## config.mk

```make
export PLATFORM = sky130hd
export DESIGN_NAME = tl_qspi_arb
export DESIGN_NICKNAME = d
export VERILOG_FILES = /design/src/rtl/tl_main_pkg.sv /design/src/rtl/tlul_pkg.sv /design/src/rtl/rr_arbiter.sv /design/src/rtl/tl_qspi_arb.sv
export SDC_FILE = /design/constraint.sdc
export NUM_CORES = 1
export LEC_CHECK = 0
export BUFFER_PORTS_ARGS = -buffer_cell sky130_fd_sc_hd__buf_2
export CAP_MARGIN = 20
export CORE_AREA = 10 10 157 159
export DETAILED_ROUTE_END_ITERATION = 10
export DIE_AREA = 0 0 167 169
export HOLD_SLACK_MARGIN = 0.02
export PLACE_DENSITY = 0.56
export SLEW_MARGIN = 20
export SYNTH_ARGS = -nofsm -noshare
export SYNTH_HDL_FRONTEND = slang
export SYNTH_SLANG_ARGS = --single-unit
```

## constraint.sdc

```tcl
create_clock -name clk_i -period 2.9 [get_ports clk_i]
set_clock_uncertainty 0.05 [all_clocks]
set_input_delay 0.435 -clock clk_i [delete_from_list [all_inputs] [get_ports clk_i]]
set_output_delay 0.435 -clock clk_i [all_outputs]
set_load 0.02 [all_outputs]
```

## src/rtl/tl_main_pkg.sv

```systemverilog
// Main-crossbar local types: QSPI arbiter state and watchdog default.
package tl_main_pkg;

    typedef enum logic [1:0] {
        ArbIdle,
        ArbIssue,
        ArbWait,
        ArbDrain
    } arb_state_e;

    localparam int unsigned DefTimeoutCycles = 1024;

endpackage

```

## src/rtl/tlul_pkg.sv

```systemverilog
// Minimal TL-UL channel types shared by the crossbar blocks.
package tlul_pkg;

    typedef enum logic [2:0] {
        PutFullData    = 3'h0,
        PutPartialData = 3'h1,
        Get            = 3'h4
    } tl_a_op_e;

    typedef enum logic [2:0] {
        AccessAck     = 3'h0,
        AccessAckData = 3'h1
    } tl_d_op_e;

    typedef struct packed {
        logic        a_valid;
        tl_a_op_e    a_opcode;
        logic [2:0]  a_param;
        logic [1:0]  a_size;
        logic [7:0]  a_source;
        logic [31:0] a_address;
        logic [3:0]  a_mask;
        logic [31:0] a_data;
        logic        d_ready;
    } tl_h2d_t;

    typedef struct packed {
        logic        d_valid;
        tl_d_op_e    d_opcode;
        logic [2:0]  d_param;
        logic [1:0]  d_size;
        logic [7:0]  d_source;
        logic        d_sink;
        logic [31:0] d_data;
        logic        d_error;
        logic        a_ready;
    } tl_d2h_t;

endpackage

```

## src/rtl/rr_arbiter.sv

```systemverilog
// M-way round-robin pick: first requester at or after ptr_i, modulo M.
module rr_arbiter #(
    parameter int unsigned M    = 2,
    parameter int unsigned IdxW = (M > 1) ? $clog2(M) : 1
) (
    input  logic [M-1:0]    req_i,
    input  logic [IdxW-1:0] ptr_i,
    output logic [M-1:0]    gnt_o,
    output logic [IdxW-1:0] idx_o,
    output logic            valid_o
);

    logic        found;
    int unsigned cand;

    always_comb begin
        gnt_o = '0;
        idx_o = '0;
        found = 1'b0;
        cand  = 0;
        for (int unsigned off = 0; off < M; off++) begin
            cand = (32'(ptr_i) + off) % M;
            if (!found && req_i[IdxW'(cand)]) begin
                found              = 1'b1;
                idx_o              = IdxW'(cand);
                gnt_o[IdxW'(cand)] = 1'b1;
            end
        end
    end

    assign valid_o = |req_i;

endmodule

```

## src/rtl/tl_qspi_arb.sv

```systemverilog
// Shares the single QSPI TL-UL device port between M host paths, one transaction at a time.
module tl_qspi_arb
    import tlul_pkg::*;
    import tl_main_pkg::*;
#(
    parameter int unsigned M             = 2,
    parameter int unsigned TimeoutCycles = DefTimeoutCycles,
    parameter int unsigned CntW          = 11
) (
    input  logic    clk_i,
    input  logic    rst_i,
    input  tl_h2d_t tl_h_i [M],
    output tl_d2h_t tl_h_o [M],
    output tl_h2d_t tl_d_o,
    input  tl_d2h_t tl_d_i,
    output logic [M-1:0] grant_o,
    output logic    busy_o,
    output logic    timeout_o,
    output logic    stray_rsp_o
);

    localparam int unsigned IdxW = (M > 1) ? $clog2(M) : 1;

    arb_state_e      state_q, state_d;
    logic [IdxW-1:0] rr_ptr_q, rr_ptr_d;
    logic [IdxW-1:0] gidx_q, gidx_d;
    logic [M-1:0]    grant_q, grant_d;
    logic [CntW-1:0] cnt_q, cnt_d;
    tl_a_op_e        lat_op_q, lat_op_d;
    logic [7:0]      lat_src_q, lat_src_d;
    logic [1:0]      lat_size_q, lat_size_d;

    logic [M-1:0]    req;
    logic [M-1:0]    arb_gnt;
    logic [IdxW-1:0] arb_idx;
    logic            arb_valid;
    logic [IdxW-1:0] nxt_ptr;
    logic            to_hit;
    tl_h2d_t         g_h2d;

    always_comb begin
        req = '0;
        for (int unsigned i = 0; i < M; i++) begin
            req[i] = tl_h_i[i].a_valid;
        end
    end

    rr_arbiter #(.M(M), .IdxW(IdxW)) u_rr (
        .req_i   (req),
        .ptr_i   (rr_ptr_q),
        .gnt_o   (arb_gnt),
        .idx_o   (arb_idx),
        .valid_o (arb_valid)
    );

    assign nxt_ptr = (gidx_q == IdxW'(M - 1)) ? '0 : gidx_q + 1'b1;
    assign g_h2d   = tl_h_i[gidx_q];
    // A device response in the deadline cycle wins over the synthesized error.
    assign to_hit  = (TimeoutCycles != 0) && (cnt_q == CntW'(TimeoutCycles)) && !tl_d_i.d_valid;

    always_comb begin
        state_d     = state_q;
        rr_ptr_d    = rr_ptr_q;
        gidx_d      = gidx_q;
        grant_d     = grant_q;
        cnt_d       = cnt_q;
        lat_op_d    = lat_op_q;
        lat_src_d   = lat_src_q;
        lat_size_d  = lat_size_q;
        tl_d_o      = '0;
        timeout_o   = 1'b0;
        stray_rsp_o = 1'b0;
        for (int unsigned i = 0; i < M; i++) begin
            tl_h_o[i] = '0;
        end

        unique case (state_q)
            ArbIdle: begin
                tl_d_o.d_ready = 1'b1;
                stray_rsp_o    = tl_d_i.d_valid;
                if (arb_valid) begin
                    gidx_d     = arb_idx;
                    grant_d    = arb_gnt;
                    lat_op_d   = tl_h_i[arb_idx].a_opcode;
                    lat_src_d  = tl_h_i[arb_idx].a_source;
                    lat_size_d = tl_h_i[arb_idx].a_size;
                    state_d    = ArbIssue;
                end
            end
            ArbIssue: begin
                tl_d_o                 = g_h2d;
                tl_d_o.d_ready         = 1'b0;
                tl_h_o[gidx_q].a_ready = tl_d_i.a_ready;
                if (!g_h2d.a_valid) begin
                    state_d = ArbIdle;
                end else if (tl_d_i.a_ready) begin
                    cnt_d   = '0;
                    state_d = ArbWait;
                end
            end
            ArbWait: begin
                if (to_hit) begin
                    tl_h_o[gidx_q].d_valid  = 1'b1;
                    tl_h_o[gidx_q].d_error  = 1'b1;
                    tl_h_o[gidx_q].d_opcode = (lat_op_q == Get) ? AccessAckData : AccessAck;
                    tl_h_o[gidx_q].d_source = lat_src_q;
                    tl_h_o[gidx_q].d_size   = lat_size_q;
                    if (g_h2d.d_ready) begin
                        timeout_o = 1'b1;
                        state_d   = ArbDrain;
                    end
                end else begin
                    tl_h_o[gidx_q]         = tl_d_i;
                    tl_h_o[gidx_q].a_ready = 1'b0;
                    tl_d_o.d_ready         = g_h2d.d_ready;
                    if (tl_d_i.d_valid && g_h2d.d_ready) begin
                        rr_ptr_d = nxt_ptr;
                        state_d  = ArbIdle;
                    end else if (!tl_d_i.d_valid) begin
                        cnt_d = cnt_q + 1'b1;
                    end
                end
            end
            ArbDrain: begin
                tl_d_o.d_ready = 1'b1;
                if (tl_d_i.d_valid) begin
                    rr_ptr_d = nxt_ptr;
                    state_d  = ArbIdle;
                end
            end
            default: state_d = ArbIdle;
        endcase

        // Outputs are forced quiet while reset is held, so an abort never leaks a response.
        if (rst_i) begin
            tl_d_o      = '0;
            timeout_o   = 1'b0;
            stray_rsp_o = 1'b0;
            for (int unsigned i = 0; i < M; i++) begin
                tl_h_o[i] = '0;
            end
        end
    end

    assign grant_o = (!rst_i && state_q != ArbIdle) ? grant_q : '0;
    assign busy_o  = !rst_i && (state_q != ArbIdle);

    always_ff @(posedge clk_i) begin
        if (rst_i) begin
            state_q    <= ArbIdle;
            rr_ptr_q   <= '0;
            gidx_q     <= '0;
            grant_q    <= '0;
            cnt_q      <= '0;
            lat_op_q   <= PutFullData;
            lat_src_q  <= '0;
            lat_size_q <= '0;
        end else begin
            state_q    <= state_d;
            rr_ptr_q   <= rr_ptr_d;
            gidx_q     <= gidx_d;
            grant_q    <= grant_d;
            cnt_q      <= cnt_d;
            lat_op_q   <= lat_op_d;
            lat_src_q  <= lat_src_d;
            lat_size_q <= lat_size_d;
        end
    end

endmodule

```

==> flow_metrics.tcl, run 1 <==
set metrics [dict create \
    slew-limit-headroom 0.4707 \
    syn-num-nets 769 \
    hold_ws_ns 0.3907 \
    hold_path_class "in2reg" \
    clockRootBuffer "clkbuf_16" \
    yosys.area.top_type_share 0.2927 \
    yosysWarningCount 0 \
    grt_max_degree 87 \
    n_antenna_cell 0 \
    finalPower_mw 2.057 \
    period_minus_slack_ns 2.830 \
    grt_pass1_vias 5561 \
    topRoutingLayerUsed "met4" \
    drc_errors 0 \
    routed_wirelength_um 23850 \
    cp-end-kind "output pin" \
    slew_violations 0 \
    cts_sinks 30 \
    met1Wirelength_um 8936 \
    synthFlopType "dfxtp_1" \
    antenna_found_initial 0 \
    coreArea_mm2 0.02155 \
    syn_inst 537 \
    clk_pin_slew_worst_paths_ns 0.05 \
    grtUsageTotal 0.1522 \
    fin_area_mm2 0.006479 \
    dp_cells 1198 \
    final_hold_viol_count 0 \
    die_h_um 169 \
    finalCritPeriodShare 0.9758 \
    drive_above_1_share 0.5011 \
    clockBufferDepth 2 \
    fp.dieArea_mm2 0.02822 \
    synth_edf_count 0 \
    insertion_delay_ns 0.28 \
    dr_wl_met3_um 2590 \
    placed_cell_area_mm2 0.006208 \
    crit_fanout 12 \
    status "finished, final reports clean" \
    p_per_area_mw_per_mm2 317.5 \
    worst_ep_required_time_ns 2.41 \
    wire_per_inst_um 19.71 \
    clock.fmax_mhz 353.4 \
    dr.pass1.iters 6 \
    power_leakage_nw 3.664 \
    peakVddDrop_v 0.0001870 \
    ys_types 45 \
    dp_hpwl_um 20290 \
    synth_area_leader_cell "mux2i_1" \
    wl_met2_um 12080 \
    synth_seq_cells 30 \
    area_growth_syn_to_layout_pct 67.68 \
    setup_viol 0 \
    cp.arrival_ns 2.34 \
    r2r_setup_slack_ns 0.63 \
    synthesis.area_mm2 0.003864 \
    tightest_slew_ns 0.7913 \
    boundaryPins 421 \
    grt_overflow 0 \
    async_flop_share 0 \
    crit_type "reg2out" \
    h-tree-depth 2 \
    avgViaCountPerCell 4.516 \
    yosysMostFrequentCell "nor2_1" \
    start_util 0.1793 \
    synth_commonest_cells "nor2_1, mux2i_1, and3_1, clkbuf_1, dfxtp_1" \
    rsz0062_at_grt "yes" \
    worst_setup_path_start_kind "register" \
    port_buffers 420 \
    cts_tree "built" \
    num_vias 5464 \
    grt_pass1_wl_um 34420 \
    drt_iter0_drc 208 \
    rows 54 \
    drv_cap 0 \
    ant_nets 0 \
    nets 1161 \
    synthTopCellsByArea "mux2i_1, dfxtp_1, nor2_1" \
    die_w_um 167 \
    ys_seq_area_frac 0.1554 \
    place_congestion 0.8387 \
    cts_buffers 5 \
    fin_cells 1210 \
    avgSynthCellArea_um2 7.195 \
]
## cell type report
type,count,area [µm²]
sequential,30,606.8
tap,280,350.3
fill,2362,15070
inverter,10,37.54
clock buffer,5,125.1
clock inverter,3,40.04
timing repair buffer,436,2291
multi-input combinational,446,3028
## path summary, 6_finish.rpt
check | start | endpoint | cells after the start
hold / removal | rst_i | gidx_q$_SDFFE_PP0P_ | 2
hold reg to reg | grant_q[1]$_SDFFE_PP0P_ | grant_q[1]$_SDFFE_PP0P_ | 2
setup / recovery | cnt_q[3]$_SDFFE_PP0P_ | tl_h_o[44] | 7
setup reg to reg | cnt_q[3]$_SDFFE_PP0P_ | cnt_q[1]$_SDFFE_PP0P_ | 5
## where the power goes
group | internal, mW | total [mW] | switching [mW] | leakage [nW]
registers | 0.451 | 0.479 | 0.0272 | 0.248
logic | 0.386 | 0.979 | 0.593 | 3.33
clock network | 0.402 | 0.600 | 0.198 | 0.0836
## what timing repair did
item,CTS,global route
hold buffers,0,0
pin swaps,1,3
gates cloned,0,2
setup buffers,0,2
endpoints found under the setup margin,99,102
gates resized for setup,6,10
## critical path: stages, from the launching register on
cell and delay, ns:
dfxtp_1 0.37, or4b_4 0.58, nor4_4 0.22, buf_4 0.19, buf_8 0.17, mux2i_1 0.30, nor2_1 0.06, buf_2 0.17
## layout by cell type, fill, tap and decap left out, drive strengths merged, types with 3 or more instances in the layout
cell type and count:
a211oi 14, a21oi 11, a31o 3, and2 4, and3 77, buf 436
clkbuf 5, dfxtp 30, ha 6, inv 10, mux2i 113, nand2 13
nand2b 7, nand3 8, nand4 3, nor2 139, nor2b 3, nor3 3
nor4 4, o21ai 4, o31ai 7, or4 9
## cells by family (layout without fill, tap and decap cells)
family,after synthesis,in the layout,synth area share
and+or+nand+nor,274,276,0.3549
AOI/OAI and AO/OA,50,50,0.09521
adders and majority gates,6,6,0.01943
buffers and inverters,63,454,0.07934
muxes,114,114,0.2957
DFF,30,30,0.1554
## metrics by stage
stage          utilization  TNS (ns)  setup WS [ns]
2_1_floorplan            -         0         0.2462
3_3_place_gp        0.2881         0         0.1627
3_5_place_dp        0.2881         0         0.1079
4_1_cts             0.2964    -8.192        -0.1280
5_1_grt             0.3006   -0.1105       -0.02714
6_report            0.3006         0        0.07008
## routing by layer
metal	up-vias	track usage
met2	298	0.2767
met5	-	0
met4	0	0.03093
met1	2456	0.1626
li1	2698	-
met3	12	0.06068
## sequential cells by signal (all words and copies together) (netlist names)
register	flops
cnt_q	11
lat_src_q	8
state_q	2
grant_q	2
gidx_q	1
rr_ptr_q	1
lat_op_q	3
lat_size_q	2
Note: power is estimated with default switching activity, not from simulation.
==> run 2: changes to the inputs <==
==> constraint.sdc (replaced) <==
create_clock -name clk_i -period 2.9 [get_ports clk_i]
set_clock_uncertainty 0.05 [all_clocks]
set_input_delay 0.145 -clock clk_i [delete_from_list [all_inputs] [get_ports clk_i]]
set_output_delay 0.145 -clock clk_i [all_outputs]
set_load 0.02 [all_outputs]
==> flow_metrics.tcl, run 2 (synthesis results as in run 1) <==
set metrics [dict create \
    p_per_area_mw_per_mm2 314.3 \
    routed_wirelength_um 23080 \
    internal-power_mw 1.208 \
    rsz0062_at_grt "no" \
    die_w_um 167 \
    p_comb_frac 0.471 \
    grt_max_degree 86 \
    r2r_end "cnt_q[3]$_SDFFE_PP0P_" \
    insertion_delay_ns 0.28 \
    clkPwrFrac 0.289 \
    crit_buf_inv 2 \
    avgViaCountPerCell 4.453 \
    drc_errors 0 \
    power_switching_mw 0.7839 \
    hold_ws_ns 0.1533 \
    layout.filler_cells 2391 \
    r2r-start "cnt_q[2]$_SDFFE_PP0P_" \
    grtUsageTotal 0.1504 \
    worst_ep_required_time_ns 2.71 \
    reg2regPathDepth 5 \
    num_vias 5348 \
    cp-end-kind "output pin" \
    min_from "tl_h_i[171]" \
    peakVddDrop_v 0.0001875 \
    h-tree-depth 2 \
    slowest_delay_ns 0.63 \
    crit_type "reg2out" \
    finalCritPeriodShare 0.9017 \
    finalPower_mw 1.992 \
    cts_tree "built" \
    clk_pin_slew_worst_paths_ns 0.05 \
    clockBufferDepth 2 \
    n_antenna_cell 0 \
    fin_area_mm2 0.006339 \
    largest_reg_flops 11 \
    dr.pass1.iters 4 \
    placed_cell_area_mm2 0.006151 \
    clockRootBuffer "clkbuf_16" \
    cp.depth 6 \
    grt_pass1_vias 5464 \
    fp.dieArea_mm2 0.02822 \
    reg_top3 "cnt_q x11, lat_src_q x8, lat_op_q x3" \
    crit_start "cnt_q[3]$_SDFFE_PP0P_" \
    period_minus_slack_ns 2.615 \
    drt_iter0_drc 207 \
    critPathCapture "tl_h_o[89]" \
    tightest_slew_ns 0.6358 \
    cp.arrival_ns 2.42 \
    coreArea_mm2 0.02155 \
    antenna_found_initial 0 \
    hold_path_class "in2reg" \
    die_h_um 169 \
    power_leakage_nw 3.605 \
    slew_violations 0 \
    layout_commonest_cell "buf_2" \
    area_growth_syn_to_layout_pct 64.05 \
    fin_tns_setup_ns 0 \
    crit_chain "or4b_4, nor4_4, buf_4, mux2i_1, nor2_1, buf_2" \
    clock.fmax_mhz 382.4 \
    switching_share 0.3935 \
    grt_pass1_wl_um 34160 \
    rows 54 \
    grt_overflow 0 \
    slew-limit-headroom 0.5749 \
    drive_above_1_share 0.4886 \
    cts_buffers 5 \
    setup_viol 0 \
    port_buffers 420 \
    wire_per_inst_um 19.21 \
    crit_path_top_delay_cell "or4b_4" \
    final_hold_viol_count 0 \
    final_cell_mix "buf_2, nor2_1, mux2i_1" \
    place_congestion 0.8625 \
    worst_setup_path_start_kind "register" \
    critical_path.top_delay_family "simple AND/OR/NAND/NOR gates" \
    r2r_setup_slack_ns 0.74 \
    cts_sinks 30 \
    boundaryPins 421 \
    seqPwrFrac 0.239 \
    ant_nets 0 \
    crit_fanout 13 \
    drv_cap 0 \
    start_util 0.1793 \
    cts-hold-fix-buffers 0 \
    nets 1152 \
    dp_hpwl_um 19900 \
    regMostFlops "cnt_q" \
    status "finished, final reports clean" \
]
-- run 2: cell count changes in the layout (fill, tap and decap cells not counted), moves of 3 or more --
cell      delta
buf_4        -6
mux2i_2      -4
buf_2        +3
mux2i_1      +4
clkbuf_8     +3
-- run 2: worst min-delay path by stage --
stage | end | cells past startpoint
2_1_floorplan | grant_q[0]$_SDFFE_PP0P_ | 2
3_3_place_gp | grant_q[1]$_SDFFE_PP0P_ | 2
3_5_place_dp | grant_q[1]$_SDFFE_PP0P_ | 2
4_1_cts | grant_q[0]$_SDFFE_PP0P_ | 3
5_1_grt | grant_q[0]$_SDFFE_PP0P_ | 3
6_report | grant_q[0]$_SDFFE_PP0P_ | 3
-- run 2: per-stage QoR --
stage                     setup WS (ns)    util  cells
after global placement           0.4120  0.2854   1192
after detailed placement         0.3304  0.2854   1192
after global routing            0.01988  0.2941   1201
after floorplan                  0.5362       -    537
final                            0.2851  0.2941   1201
after CTS                       0.02731  0.2931   1200
-- run 2: area by class of cell --
type                       instances  area (µm²)  area share
clock buffer                       8       166.4     0.02625
inverter                          10       37.54    0.005922
multi-input combinational        444        2985      0.4710
sequential                        30       604.3     0.09534
tap                              280       350.3     0.05527
timing repair buffer             429        2195      0.3462
-- run 2: worst register-to-register path, cell delays in order (launching register included) --
cell and delay (ns):
dfxtp_1 0.39, or4_4 0.64, o41ai_4 0.53, buf_4 0.25, or4_1 0.12, a21oi_1 0.06
-- run 2: per-layer routing --
| metal | GRT usage | vias up | share of wire |
|---|---|---|---|
| met5 | 0 | - | 0 |
| met4 | 0.02558 | 0 | 0.0090 |
| met3 | 0.06230 | 11 | 0.12 |
| met2 | 0.2708 | 309 | 0.50 |
| met1 | 0.1632 | 2359 | 0.37 |
| li1 | - | 2669 | - |
-- run 2: timing repair --
item | in CTS | in global routing
setup buffers | 0 | 1
setup endpoints to repair | 0 | 22
resized for setup | 0 | 1
-- run 2: power groups by stage --
stage | combinational (mW) | clock [mW] | sequential, mW
finish | 0.939 | 0.576 | 0.477
global route | 1.04 | 0.609 | 0.482
CTS | 0.955 | 0.596 | 0.478
detailed placement | 0.951 | 0 | 0.487
global placement | 0.951 | 0 | 0.486
floorplan | 0.582 | 0 | 0.475
==> run 3: changes to the inputs <==
--- a/config.mk
+++ b/config.mk
@@ -5,13 +5,14 @@
 export SDC_FILE = /design/constraint.sdc
 export NUM_CORES = 1
 export LEC_CHECK = 0
+export ABC_AREA = 1
 export BUFFER_PORTS_ARGS = -buffer_cell sky130_fd_sc_hd__buf_2
 export CAP_MARGIN = 20
-export CORE_AREA = 10 10 157 159
+export CORE_AREA = 10 10 153 155
 export DETAILED_ROUTE_END_ITERATION = 10
-export DIE_AREA = 0 0 167 169
+export DIE_AREA = 0 0 163 165
 export HOLD_SLACK_MARGIN = 0.02
-export PLACE_DENSITY = 0.56
+export PLACE_DENSITY = 0.58
 export SLEW_MARGIN = 20
 export SYNTH_ARGS = -nofsm -noshare
 export SYNTH_HDL_FRONTEND = slang
==> flow_metrics.tcl, run 3 <==
set metrics [dict create \
    status "finished, final reports clean" \
    reg_top3 "cnt_q x11, lat_src_q x8, lat_op_q x3" \
    r2r_setup_slack_ns 0.75 \
    dp_cells 1415 \
    grt_max_degree 89 \
    hold_depth 3 \
    ys_seq_area_frac 0.1542 \
    fin_tns_setup_ns 0 \
    hold_ws_ns 0.1157 \
    synth_edf_count 0 \
    drt_iter0_drc 505 \
    rsz0062_at_grt "no" \
    seqPwrFrac 0.180 \
    start_util 0.1931 \
    power_switching_mw 1.838 \
    syn-num-nets 993 \
    internal-power_mw 1.561 \
    routed_wirelength_um 27400 \
    crit_chain "inv_1, ha_1, inv_1, nor2_2, buf_4, nand2_1, nor2_1, buf_2" \
    r2r_end "cnt_q[1]$_SDFFE_PP0P_" \
    cts-hold-fix-buffers 0 \
    synthFlopType "dfxtp_1" \
    dr.pass1.iters 5 \
    synth_commonest_cells "nor2_1, nand2_1, nor3_1, a21oi_1, inv_1" \
    switching_share 0.5407 \
    synth_area_leader_cell "nor2_1" \
    finalCritPeriodShare 0.8623 \
    min_to "grant_q[0]$_SDFFE_PP0P_" \
    grt_pass1_vias 6182 \
    critical_path.top_delay_family "buffers and inverters" \
    crit_buf_inv 4 \
    hold_path_class "in2reg" \
    boundaryPins 421 \
    period_minus_slack_ns 2.501 \
    ys_types 32 \
    tightest_slew_ns 0.5101 \
    layout_commonest_cell "buf_2" \
    cts_tree "built" \
    num_vias 6420 \
    seqCellArea_um2 604.3 \
    port_buffers 420 \
    cts_resized 0 \
    fp.dieArea_mm2 0.02690 \
    layout.filler_cells 2346 \
    peakVddDrop_v 0.0003490 \
    ant_nets 0 \
    finalPower_mw 3.399 \
    final_hold_viol_count 0 \
    die_h_um 165 \
    fin_cells 1424 \
    worst_ep_required_time_ns 2.71 \
    setup_viol 0 \
    clkPwrFrac 0.156 \
    reg2regPathDepth 10 \
    slowest_delay_ns 0.38 \
    grt_pass1_wl_um 39010 \
    place_worst_setup_slack_ns 0.6789 \
    h-tree-depth 2 \
    yosysWarningCount 0 \
    drc_errors 0 \
    die_w_um 163 \
    async_flop_share 0 \
    avgSynthCellArea_um2 5.118 \
    antenna_found_initial 3 \
    synth_seq_cells 30 \
    post_cts_buffers 0 \
    grt_overflow 0 \
    clockBufferDepth 2 \
    grtUsageTotal 0.1881 \
    p_comb_frac 0.663 \
    coreArea_mm2 0.02017 \
    r2r-start "state_q[0]$_SDFFE_PP0P_" \
    wire_per_inst_um 19.24 \
    worst_setup_path_start_kind "register" \
    crit_top_cell "inv_1" \
    place_congestion 0.9656 \
    crit_type "reg2out" \
    crit_path_top_delay_cell "ha_1" \
    min_from "tl_h_i[171]" \
    fin_ws_ns 0.3993 \
    slew_violations 0 \
    synthTopCellsByArea "nor2_1, dfxtp_1, nand2_1" \
    largest_reg_flops 11 \
    clock.fmax_mhz 399.9 \
    p_per_area_mw_per_mm2 534.4 \
    regMostFlops "cnt_q" \
    insertion_delay_ns 0.28 \
    drv_cap 0 \
    crit_fanout 32 \
    area_growth_syn_to_layout_pct 63.32 \
    yosysMostFrequentCell "nor2_1" \
    yosys.area.top_type_share 0.2612 \
    power_leakage_nw 3.590 \
    drive_above_1_share 0.4128 \
    cp.arrival_ns 2.31 \
    slew-limit-headroom 0.6591 \
    synthesis.area_mm2 0.003895 \
    rows 52 \
    clk_pin_slew_worst_paths_ns 0.05 \
    cts_buffers 5 \
    avgViaCountPerCell 4.508 \
    syn_inst 761 \
    nets 1384 \
    dp_hpwl_um 23630 \
    cp-end-kind "output pin" \
    clockRootBuffer "clkbuf_16" \
    cts_sinks 30 \
    final_cell_mix "buf_2, nor2_1, nand2_1" \
    multi_input_area_mm2 0.002834 \
]
-- run 3: changes by cell type after synthesis, sizes merged, moves of 18 or more --
cell / before / now
inv: 10 / 42
nor2: 137 / 274
mux2i: 113 / 0
a21oi: 11 / 50
nor3: 3 / 83
and3: 77 / 0
nand2: 13 / 157
buf: 18 / 36
-- run 3: worst max path at each step --
stage / from / end / slack, ns / cells past startpoint
5_1_grt: cnt_q[0]$_SDFFE_PP0P_ / tl_h_o[100] / 0.19 / 9
3_5_place_dp: state_q[1]$_SDFFE_PP0P_ / tl_d_o[7] / 0.68 / 6
6_report: state_q[0]$_SDFFE_PP0P_ / tl_h_o[72] / 0.40 / 8
3_3_place_gp: state_q[0]$_SDFFE_PP0P_ / tl_h_o[72] / 0.72 / 8
4_1_cts: state_q[1]$_SDFFE_PP0P_ / tl_d_o[7] / 0.38 / 6
2_1_floorplan: state_q[0]$_SDFFE_PP0P_ / tl_h_o[102] / 1.08 / 9
-- run 3: worst min-delay path: cells and delay by family --
family | cells | cell delay [ns]
AND/OR/NAND/NOR | 1 | 0.07
AO/OA/AOI/OAI | 1 | 0.06
buffers and inverters | 1 | 0.11
-- run 3: kinds of logic (layout without fill, tap and decap cells) --
kind of cell               Yosys count  count (layout)  synth area share
and+or+nand+nor                    547             547            0.5850
buffers and inverters               98             490            0.1189
AOI/OAI and AO/OA                   77              77            0.1160
DFF                                 30              30            0.1542
adders and majority gates            6               6           0.01927
xor gates and xnor gates             3               3          0.006747
other                                0               1                 0
-- run 3: metrics by stage --
| stage | utilization | area, µm² |
|---|---|---|
| after floorplan | - | 3895 |
| after global placement | 0.3079 | 6211 |
| after detailed placement | 0.3079 | 6211 |
| after CTS | 0.3153 | 6359 |
| after global routing | 0.3153 | 6359 |
| final | 0.3154 | 6361 |
-- run 3: power by group through the flow --
stage | clock, mW | combinational [mW] | sequential, mW
finish | 0.532 | 2.26 | 0.612
global route | 0.562 | 2.49 | 0.623
detailed placement | 0 | 2.28 | 0.619
global placement | 0 | 2.26 | 0.619
floorplan | 0 | 1.52 | 0.568
CTS | 0.545 | 2.28 | 0.612
-- run 3: area by class of cell --
type	instances	area share
Antenna cell	1	0.0003934
Clock buffer	7	0.02242
Clock inverter	1	0.0007868
Inverter	42	0.02478
Multi-Input combinational cell	633	0.4455
Sequential cell	30	0.09500
Tap cell	270	0.05311
Timing Repair Buffer	440	0.3580
-- run 3: metal layers --
metal,global-route usage,part of all wire,vias to the layer above
met2,0.3284,0.48,335
met3,0.08265,0.12,34
met4,0.05205,0.025,4
met5,0,0.0012,-
met1,0.2025,0.37,2840
li1,-,-,3207
